**config.mk**
```make
export PLATFORM = sky130hd
export DESIGN_NAME = fp16_dot_accumulator_flat
export DESIGN_NICKNAME = d
export VERILOG_FILES = /design/src/rtl/fp16_dot_accumulator_pkg.sv /design/src/rtl/fp16_dot_accumulator_if.sv /design/src/rtl/fp16_dot_accumulator_add.sv /design/src/rtl/fp16_dot_accumulator.sv /design/src/flat_wrapper.sv
export SDC_FILE = /design/constraint.sdc
export NUM_CORES = 1
export LEC_CHECK = 0
export BUFFER_PORTS_ARGS = -buffer_cell sky130_fd_sc_hd__buf_4
export CORE_UTILIZATION = 35
export CTS_CLUSTER_DIAMETER = 30
export DETAILED_ROUTE_END_ITERATION = 10
export HOLD_SLACK_MARGIN = 0.1
export REMOVE_ABC_BUFFERS = 1
export SYNTH_ARGS = -nofsm -noshare
export SYNTH_HDL_FRONTEND = slang
export SYNTH_SLANG_ARGS = --single-unit
```
**constraint.sdc**
```tcl
create_clock -name clk -period 19.08 [get_ports clk]
set_input_delay 5.724 -clock clk [delete_from_list [all_inputs] [get_ports clk]]
set_output_delay 5.724 -clock clk [all_outputs]
set_load 0.02 [all_outputs]
```
**src/rtl/fp16_dot_accumulator_pkg.sv**
```systemverilog
// fp_pkg: fp16/fp32 field constants, FSM state encoding and the exact fp16->fp32 widening
package fp_pkg;
  localparam int FP16_EXP_W = 5;
  localparam int FP16_FRAC_W = 10;
  localparam int FP32_EXP_W = 8;
  localparam int FP32_FRAC_W = 23;
  localparam int FP16_BIAS = 15;
  localparam int FP32_BIAS = 127;
  localparam int BIAS_DELTA = FP32_BIAS - FP16_BIAS;
  localparam logic [31:0] FP32_QNAN = 32'h7FC00000;
  typedef logic [1:0] state_t;
  localparam state_t IDLE = 2'd0;
  localparam state_t ACCUM = 2'd1;
  localparam state_t DONE = 2'd2;
  function automatic logic [31:0] f16_to_f32(input logic [15:0] h);
    logic [FP16_EXP_W-1:0] e;
    logic [FP16_FRAC_W-1:0] f;
    e = h[14:10];
    f = h[9:0];
    return e == '0 ? {h[15], 31'b0} :
           &e ? (f == '0 ? {h[15], {FP32_EXP_W{1'b1}}, {FP32_FRAC_W{1'b0}}} : FP32_QNAN) :
           {h[15], 8'(e) + 8'(BIAS_DELTA), f, 13'b0};
  endfunction
endpackage

```
**src/rtl/fp16_dot_accumulator_if.sv**
```systemverilog
// fp16_dot_accumulator_if: product input stream and group-result output stream
interface fp16_dot_accumulator_if #(parameter int CNT_W = 8);
  logic in_valid;
  logic in_ready;
  logic [15:0] in_data;
  logic in_last;
  logic out_valid;
  logic out_ready;
  logic [31:0] out_data;
  logic [CNT_W-1:0] out_count;
  modport master(output in_valid, in_data, in_last, out_ready, input in_ready, out_valid, out_data, out_count);
  modport slave(input in_valid, in_data, in_last, out_ready, output in_ready, out_valid, out_data, out_count);
endinterface

```
**src/rtl/fp16_dot_accumulator_add.sv**
```systemverilog
// fp32_add_rne: single-cycle fp32 adder, round-to-nearest-even, flush-to-zero, quiet-NaN on invalid
module fp32_add_rne import fp_pkg::*; (
  input  logic [31:0] a,
  input  logic [31:0] b,
  output logic [31:0] sum
);
  logic a_nan, b_nan, a_inf, b_inf, a_zero, b_zero, swap, up;
  logic [31:0] x, y;
  logic [7:0] d;
  logic [4:0] sh, lz;
  logic [23:0] my_full;
  logic [49:0] ext;
  logic [26:0] mx, my, norm;
  logic [27:0] raw;
  logic [24:0] rnd;
  logic signed [9:0] ex, e, ef;
  assign a_nan = &a[30:23] & |a[22:0];
  assign b_nan = &b[30:23] & |b[22:0];
  assign a_inf = &a[30:23] & ~|a[22:0];
  assign b_inf = &b[30:23] & ~|b[22:0];
  assign a_zero = a[30:23] == '0;
  assign b_zero = b[30:23] == '0;
  assign swap = (b_zero ? 31'b0 : b[30:0]) > (a_zero ? 31'b0 : a[30:0]);
  assign x = swap ? b : a;
  assign y = swap ? a : b;
  assign d = x[30:23] - y[30:23];
  assign mx = |x[30:23] ? {1'b1, x[22:0], 3'b0} : '0;
  assign my_full = |y[30:23] ? {1'b1, y[22:0]} : '0;
  // shifts past 26 only ever contribute to sticky
  assign sh = d > 8'd26 ? 5'd27 : d[4:0];
  assign ext = {my_full, 26'b0} >> sh;
  assign my = {ext[49:24], |ext[23:0]};
  assign raw = x[31] ^ y[31] ? {1'b0, mx} - {1'b0, my} : {1'b0, mx} + {1'b0, my};
  always_comb begin
    lz = '0;
    for (int i = 0; i < 27; i++) if (raw[i]) lz = 5'(26 - i);
  end
  assign norm = raw[27] ? {raw[27:2], raw[1] | raw[0]} : raw[26:0] << lz;
  assign ex = $signed({2'b0, x[30:23]});
  assign e = raw[27] ? ex + 10'sd1 : ex - $signed({5'b0, lz});
  assign up = norm[2] & (norm[1] | norm[0] | norm[3]);
  assign rnd = {1'b0, norm[26:3]} + 25'(up);
  assign ef = e + $signed({9'b0, rnd[24]});
  always_comb
    sum = a_nan | b_nan | (a_inf & b_inf & (a[31] ^ b[31])) ? FP32_QNAN :
          a_inf ? a :
          b_inf ? b :
          a_zero & b_zero ? {a[31] & b[31], 31'b0} :
          raw == '0 ? 32'b0 :
          ef >= 10'sd255 ? {x[31], 8'hff, 23'b0} :
          ef < 10'sd1 ? {x[31], 31'b0} :
          {x[31], ef[7:0], rnd[24] ? rnd[23:1] : rnd[22:0]};
endmodule

```
**src/rtl/fp16_dot_accumulator.sv**
```systemverilog
// fp16_dot_accumulator: sums an in_last-terminated group of fp16 products into an fp32 result
module fp16_dot_accumulator import fp_pkg::*; #(
  parameter int CNT_W = 8
) (
  input logic clk,
  input logic rst,
  fp16_dot_accumulator_if.slave s
);
  state_t state;
  logic [31:0] acc, conv, sum;
  logic [CNT_W-1:0] count;
  logic accept;
  assign conv = f16_to_f32(s.in_data);
  assign accept = s.in_valid & s.in_ready;
  assign s.in_ready = state != DONE;
  assign s.out_valid = state == DONE;
  assign s.out_data = acc;
  assign s.out_count = count;
  fp32_add_rne u_add (.a(acc), .b(conv), .sum(sum));
  // the first beat loads directly so a lone -0 keeps its sign
  always_ff @(posedge clk or posedge rst)
    if (rst) begin
      state <= IDLE;
      acc <= '0;
      count <= '0;
    end else if (accept) begin
      acc <= state == IDLE ? conv : sum;
      count <= state == IDLE ? CNT_W'(1) : &count ? count : count + 1'b1;
      state <= s.in_last ? DONE : ACCUM;
    end else if (state == DONE && s.out_ready) state <= IDLE;
endmodule

```
**src/flat_wrapper.sv**
```systemverilog
// flat-port wrapper written by rule: the top's interface ports become plain ports
module fp16_dot_accumulator_flat import fp_pkg::*;
#(
  parameter int CNT_W = 8
)
  (clk, rst, s_in_valid, s_in_data, s_in_last, s_out_ready, s_in_ready, s_out_valid, s_out_data, s_out_count);
  fp16_dot_accumulator_if #(.CNT_W(CNT_W)) s_i ();
  input logic clk;
  input logic rst;
  input wire logic [$bits(s_i.in_valid)-1:0] s_in_valid;
  input wire logic [$bits(s_i.in_data)-1:0] s_in_data;
  input wire logic [$bits(s_i.in_last)-1:0] s_in_last;
  input wire logic [$bits(s_i.out_ready)-1:0] s_out_ready;
  output wire logic [$bits(s_i.in_ready)-1:0] s_in_ready;
  output wire logic [$bits(s_i.out_valid)-1:0] s_out_valid;
  output wire logic [$bits(s_i.out_data)-1:0] s_out_data;
  output wire logic [$bits(s_i.out_count)-1:0] s_out_count;
  assign s_i.in_valid = s_in_valid;
  assign s_i.in_data = s_in_data;
  assign s_i.in_last = s_in_last;
  assign s_i.out_ready = s_out_ready;
  assign s_in_ready = s_i.in_ready;
  assign s_out_valid = s_i.out_valid;
  assign s_out_data = s_i.out_data;
  assign s_out_count = s_i.out_count;
  fp16_dot_accumulator #(.CNT_W(CNT_W)) u_core (.clk(clk), .rst(rst), .s(s_i));
endmodule
```
==> impl_metrics.csv, run 1 <==
group,metric,value,unit
clock_tree,clock_path_buffers,2,
yosys,synth_ff_type,"dfrtp_1",
placement,io_buffers,62,
yosys,ys_warn_count,0,
finish,final_common_cell,"buf_4",
timing,timing_hold_violations_final,0,
global_route,antenna_found_initial,0,
die,die_area,38600,um^2
finish,area_delta_synth_final,65.3,%
setup_path,start_kind,"primary input",
hold_path,hp-class,"reg -> reg",
global_route,grt_use_total,0.376,
timing,slew_headroom,0.309,
outcome,status,"complete, but fails checks",
yosys,syn-cell-area,13200,um^2
setup_path,crit_path_top_delay_cell,"or4_4",
yosys,synth_edf_count,0,
setup_path,worstSetupPathType,"in -> reg",
outcome,violations,"setup timing",
setup_path,crit_top_cell,"buf_4",
yosys,yosysSeqAreaShare,0.0794,
route,drt_iter0_drc,2189,
timing,setup_tns,-27.85,ns
die,std_cell_rows,70,
yosys,synth-async-reset-ratio,1.00,
finish,drive_gt1_frac,0.432,
timing,fin_crit_sh,1.05,
placement,place.gp.congestion,1.06,
finish,n_fill_cell,3438,
setup_path,rrSetupSlack,3.37,ns
die,io_pins,63,
timing,finalMaxSlewViolations,0,
global_route,first_global_vias,19000,
finish,fin_cells,3300,
route,viasPerCell,6.04,
clock_tree,numCtsBuffers,5,
die,die_x,196,um
route,dr.pass1.iters,6,
yosys,netlist_instances,1986,
finish,final_area,21900,um^2
clock_tree,cts.sinks,42,
timing,clock.fmax,49.7,MHz
timing,min_period,20.10,ns
route,routed_wl,74700,um
setup_path,critPathMaxStageDelay,0.61,ns
finish,antenna_cells,0,
route,wire_per_inst,22.6,um
clock_tree,cts_tree,"yes",
clock_tree,clk_latency,0.28,ns
clock_tree,cts-root-buf,"clkbuf_16",
route,vias,19900,
global_route,grt-ovfl-total,0,
setup_path,end_kind,"flip-flop",
timing,fin_worst_skew,0.00533,ns
timing,setup_ws,-1.02,ns
yosys,avgSynthCellArea,6.67,um^2
yosys,ys_ff_latch,42,
route,postRouteAntennaNets,0,
die,fp.dieH,196,um
yosys,synth.distinct_cells,111,
global_route,grt_max_degree,56,
timing,worst_pin_slew,1.03,ns
timing,setup_viol,31,
clock_tree,hold_buffers,0,
die,start_util,0.359,
placement,hpwl,59800,um
clock_tree,htree_levels,2,
route,drc,0,
clock_tree,path_clk_slew,0.06,ns
setup_path,cp_data_required_time,19.22,ns
setup_path,cp.arrival,20.24,ns
die,core_area,36900,um^2
placement,dp.cells,3160,
finish,final_cell_mix,"890 x buf_4, 240 x nand2_1, 193 x nor2_1, 142 x a21oi_1, 88 x o21ai_0",
global_route,grt_pass1_wl,113000,um
run,drv_cap,0,
timing,rsz0062_at_grt,"yes",
finish,nets,2876,
setup_path,critPathMaxFanout,6,
placement,dpl_cell_area,19400,um^2
[state kept, by name (all words and copies together) (netlist names)]
register and count:
u_core.s.out_data 32, u_core.s.out_count 8, u_core.state 2
[cell families after synthesis]
group,after synthesis,share of synthesized area
and+or+nand+nor,824,0.305
AOI/OAI and AO/OA,697,0.372
buffers and inverters,192,0.0620
xor gates and xnor gates,93,0.0621
muxes,76,0.0606
adders and majority gates,62,0.0588
DFF,42,0.0794
[routing by layer]
metal | vias up | part of all wire | track usage
met5 | - | 0 | 0
met4 | 0 | 0.042 | 0.138
met3 | 172 | 0.083 | 0.0313
met2 | 1070 | 0.44 | 0.595
met1 | 9564 | 0.44 | 0.529
li1 | 9131 | - | -
[worst paths after layout]
kind / start / endpoint / cells after the start
setup / recovery: s_in_data[3] / u_core.s.out_data[16] / 84
hold / removal: u_core.s.out_count[0] / u_core.s.out_count[0] / 1
setup reg to reg: u_core.s.out_data[24] / u_core.s.out_data[16] / 77
hold reg to reg: u_core.s.out_count[0] / u_core.s.out_count[0] / 1
max in group asynchronous: rst / u_core.s.out_data[5] / 3
min in group asynchronous: rst / u_core.s.out_data[23] / 3
[repair_timing]
action | 4_1_cts | 5_1_grt
setup buffers | 98 | 33
pin swaps | 102 | 56
resized for setup | 188 | 72
cloned | 1 | 1
endpoints found under the setup margin | 31 | 31
[per-stage QoR]
step	hold slack, ns	util	worst slack, ns
2_1_floorplan	0.505	-	-4.66
4_1_cts	0.547	0.577	-0.612
6_report	0.548	0.593	-1.02
5_1_grt	0.565	0.593	-1.69
3_5_place_dp	0.539	0.527	-2.15
3_3_place_gp	0.522	0.527	-1.84
[critical path: cells and delay by family]
family / cells / cell delay (ns)
and+or+nand+nor: 22 / 4.81
adders and majority gates: 4 / 0.86
AOI/OAI and AO/OA: 17 / 3.67
xor gates and xnor gates: 1 / 0.06
buffers and inverters: 38 / 4.87
muxes: 2 / 0.23
[synthesized netlist by cell type, types with 47 or more instances]
| cell | number | share of area |
|---|---|---|
| nor3_1 | 76 | 0.029 |
| a21oi_1 | 162 | 0.061 |
| nor2_1 | 201 | 0.057 |
| inv_1 | 59 | 0.017 |
| ha_1 | 59 | 0.056 |
| o21ai_0 | 100 | 0.038 |
| mux2i_1 | 52 | 0.039 |
| xnor2_1 | 53 | 0.035 |
| nand3_1 | 63 | 0.024 |
| a211oi_1 | 47 | 0.027 |
| clkbuf_1 | 81 | 0.023 |
| nand2_1 | 247 | 0.070 |
[area by class of cell]
class / instances / area, um^2 / area share
tap: 504 / 631 / 0.0288
inverter: 63 / 245 / 0.0112
sequential: 42 / 1050 / 0.0480
timing repair buffer: 931 / 7230 / 0.331
clock buffer: 7 / 133 / 0.00606
clock inverter: 1 / 30.0 / 0.00137
multi-input combinational: 1752 / 12600 / 0.574
Power of run 1 is not shown: default switching activity piles up to over one toggle a cycle in this logic, so the estimate is an artifact.
==> run 2: changes to the inputs <==
Settings changed: SKIP_LAST_GASP from default to 1.
==> impl_metrics.csv, run 2 (synthesized netlist as in run 1, its figures left out) <==
group,metric,value,unit
timing,setup_viol,31,
setup_path,r2r-end,"u_core.s.out_data[16]",
timing,fin_worst_skew,0.00452,ns
finish,n_fill_cell,3440,
finish,antenna_cells,0,
placement,hpwl,59800,um
hold_path,holdCritStartpoint,"u_core.s.out_count[0]",
route,viasPerCell,6.05,
die,die_area,38600,um^2
setup_path,cp_data_required_time,19.22,ns
setup_path,start_kind,"primary input",
clock_tree,clk_latency,0.28,ns
route,vias,19900,
hold_path,hp-class,"reg -> reg",
timing,worst_pin_slew,1.03,ns
die,fp.dieH,196,um
global_route,grt-ovfl-total,0,
setup_path,critPathMaxStageDelay,0.60,ns
finish,multi_input_area,12600,um^2
placement,io_buffers,62,
clock_tree,htree_levels,2,
hold_path,hold_depth,1,
setup_path,crit_path_top_delay_cell,"or4_4",
timing,fin_crit_sh,1.05,
global_route,grt_use_total,0.376,
finish,largest_register_ffs,32,
global_route,grt_pass1_wl,113000,um
route,drc,0,
finish,area_delta_synth_final,65.2,%
setup_path,r2r_start,"u_core.s.out_data[24]",
outcome,violations,"setup timing",
route,drt_iter0_drc,2234,
timing,clock.fmax,49.7,MHz
timing,slew_headroom,0.312,
setup_path,rr_worst_depth,77,
timing,timing_hold_violations_final,0,
finish,final_common_cell,"buf_4",
route,routed_wl,74800,um
setup_path,critPathMaxFanout,7,
run,drv_cap,0,
placement,dp_slack,-2.15,ns
setup_path,end_kind,"flip-flop",
setup_path,worstSetupPathType,"in -> reg",
die,die_x,196,um
timing,setup_ws,-1.02,ns
clock_tree,cts-root-buf,"clkbuf_16",
clock_tree,numCtsBuffers,5,
route,postRouteAntennaNets,0,
timing,min_period,20.10,ns
global_route,antenna_found_initial,0,
clock_tree,cts_tree,"yes",
setup_path,crit_top_cell,"buf_4",
hold_path,hold_end,"u_core.s.out_count[0]",
die,std_cell_rows,70,
finish,drive_gt1_frac,0.432,
global_route,grt_max_degree,56,
die,start_util,0.359,
finish,register_area,1050,um^2
setup_path,rrSetupSlack,3.38,ns
timing,rsz0062_at_grt,"yes",
finish,final_cell_mix,"890 x buf_4, 240 x nand2_1, 193 x nor2_1, 141 x a21oi_1, 89 x o21ai_0",
route,dr.pass1.iters,6,
clock_tree,cts.sinks,42,
die,io_pins,63,
outcome,status,"complete, but fails checks",
finish,nets,2875,
global_route,first_global_vias,19000,
clock_tree,path_clk_slew,0.06,ns
setup_path,cp.arrival,20.24,ns
timing,finalMaxSlewViolations,0,
clock_tree,clock_path_buffers,2,
die,core_area,36900,um^2
route,wire_per_inst,22.7,um
placement,place.gp.congestion,1.06,
-- run 2: cell count changes in the layout (fill, tap and decap cells not counted) --
| cell | previous run | this run |
|---|---|---|
| a21oi_1 | 142 | 141 |
| a21oi_2 | 19 | 20 |
| buf_6 | 30 | 29 |
| o21ai_0 | 88 | 89 |
| o21ai_1 | 14 | 13 |
-- run 2: layer usage --
metal  part of all wire  routed length (um)  vias up  global-route usage
met4              0.040                2960        0               0.139
met5                  0                   0        -                   0
met3              0.086                6420      162              0.0320
met2               0.44               32800     1088               0.594
li1                   -                   -     9125                   -
met1               0.44               32600     9570               0.528
-- run 2: how the worst max path moves through the flow --
stage | start | to | slack (ns) | cells after the start
global route | s_in_data[7] | u_core.s.out_data[16] | -1.69 | 77
global placement | s_in_data[1] | u_core.s.out_data[16] | -1.84 | 69
finish | s_in_data[3] | u_core.s.out_data[16] | -1.02 | 81
floorplan | s_in_data[13] | u_core.s.out_data[16] | -4.66 | 69
CTS | s_in_data[3] | u_core.s.out_data[16] | -0.61 | 72
detailed placement | s_in_data[1] | u_core.s.out_data[16] | -2.15 | 69
-- run 2: worst max-delay path: cells and delay by family --
kind,cells,cell delay (ns)
buffers and inverters,35,4.45
AND/OR/NAND/NOR,22,4.88
XOR/XNOR,1,0.06
multiplexers,2,0.23
AO/OA/AOI/OAI,17,3.98
adder cells (fa/ha/maj),4,0.86
-- run 2: layout make-up --
| cell class | count | share of cell area |
|---|---|---|
| timing repair buffer | 930 | 0.330 |
| multi-input combinational | 1752 | 0.574 |
| clock buffer | 7 | 0.00606 |
| clock inverter | 1 | 0.00137 |
| tap | 504 | 0.0288 |
| sequential | 42 | 0.0480 |
| inverter | 63 | 0.0112 |
-- run 2: metrics by stage --
stage | util | TNS (ns) | hold WS, ns | cells | cell area (um^2)
2_1_floorplan | - | -135.49 | 0.505 | 1857 | 12700
3_3_place_gp | 0.527 | -53.47 | 0.522 | 3160 | 19400
3_5_place_dp | 0.527 | -62.29 | 0.539 | 3160 | 19400
4_1_cts | 0.577 | -15.36 | 0.547 | 3267 | 21300
5_1_grt | 0.593 | -48.10 | 0.565 | 3299 | 21900
6_report | 0.593 | -27.89 | 0.552 | 3299 | 21900
-- run 2: what timing repair did --
item,4_1_cts,5_1_grt
pin swaps,100,57
buffers inserted,98,33
gates cloned,1,1
endpoints found under the hold margin,0,0
hold buffers,0,0
gates resized for setup,187,72
setup endpoints to repair,31,31
Power of run 2 is left out for the same reason.
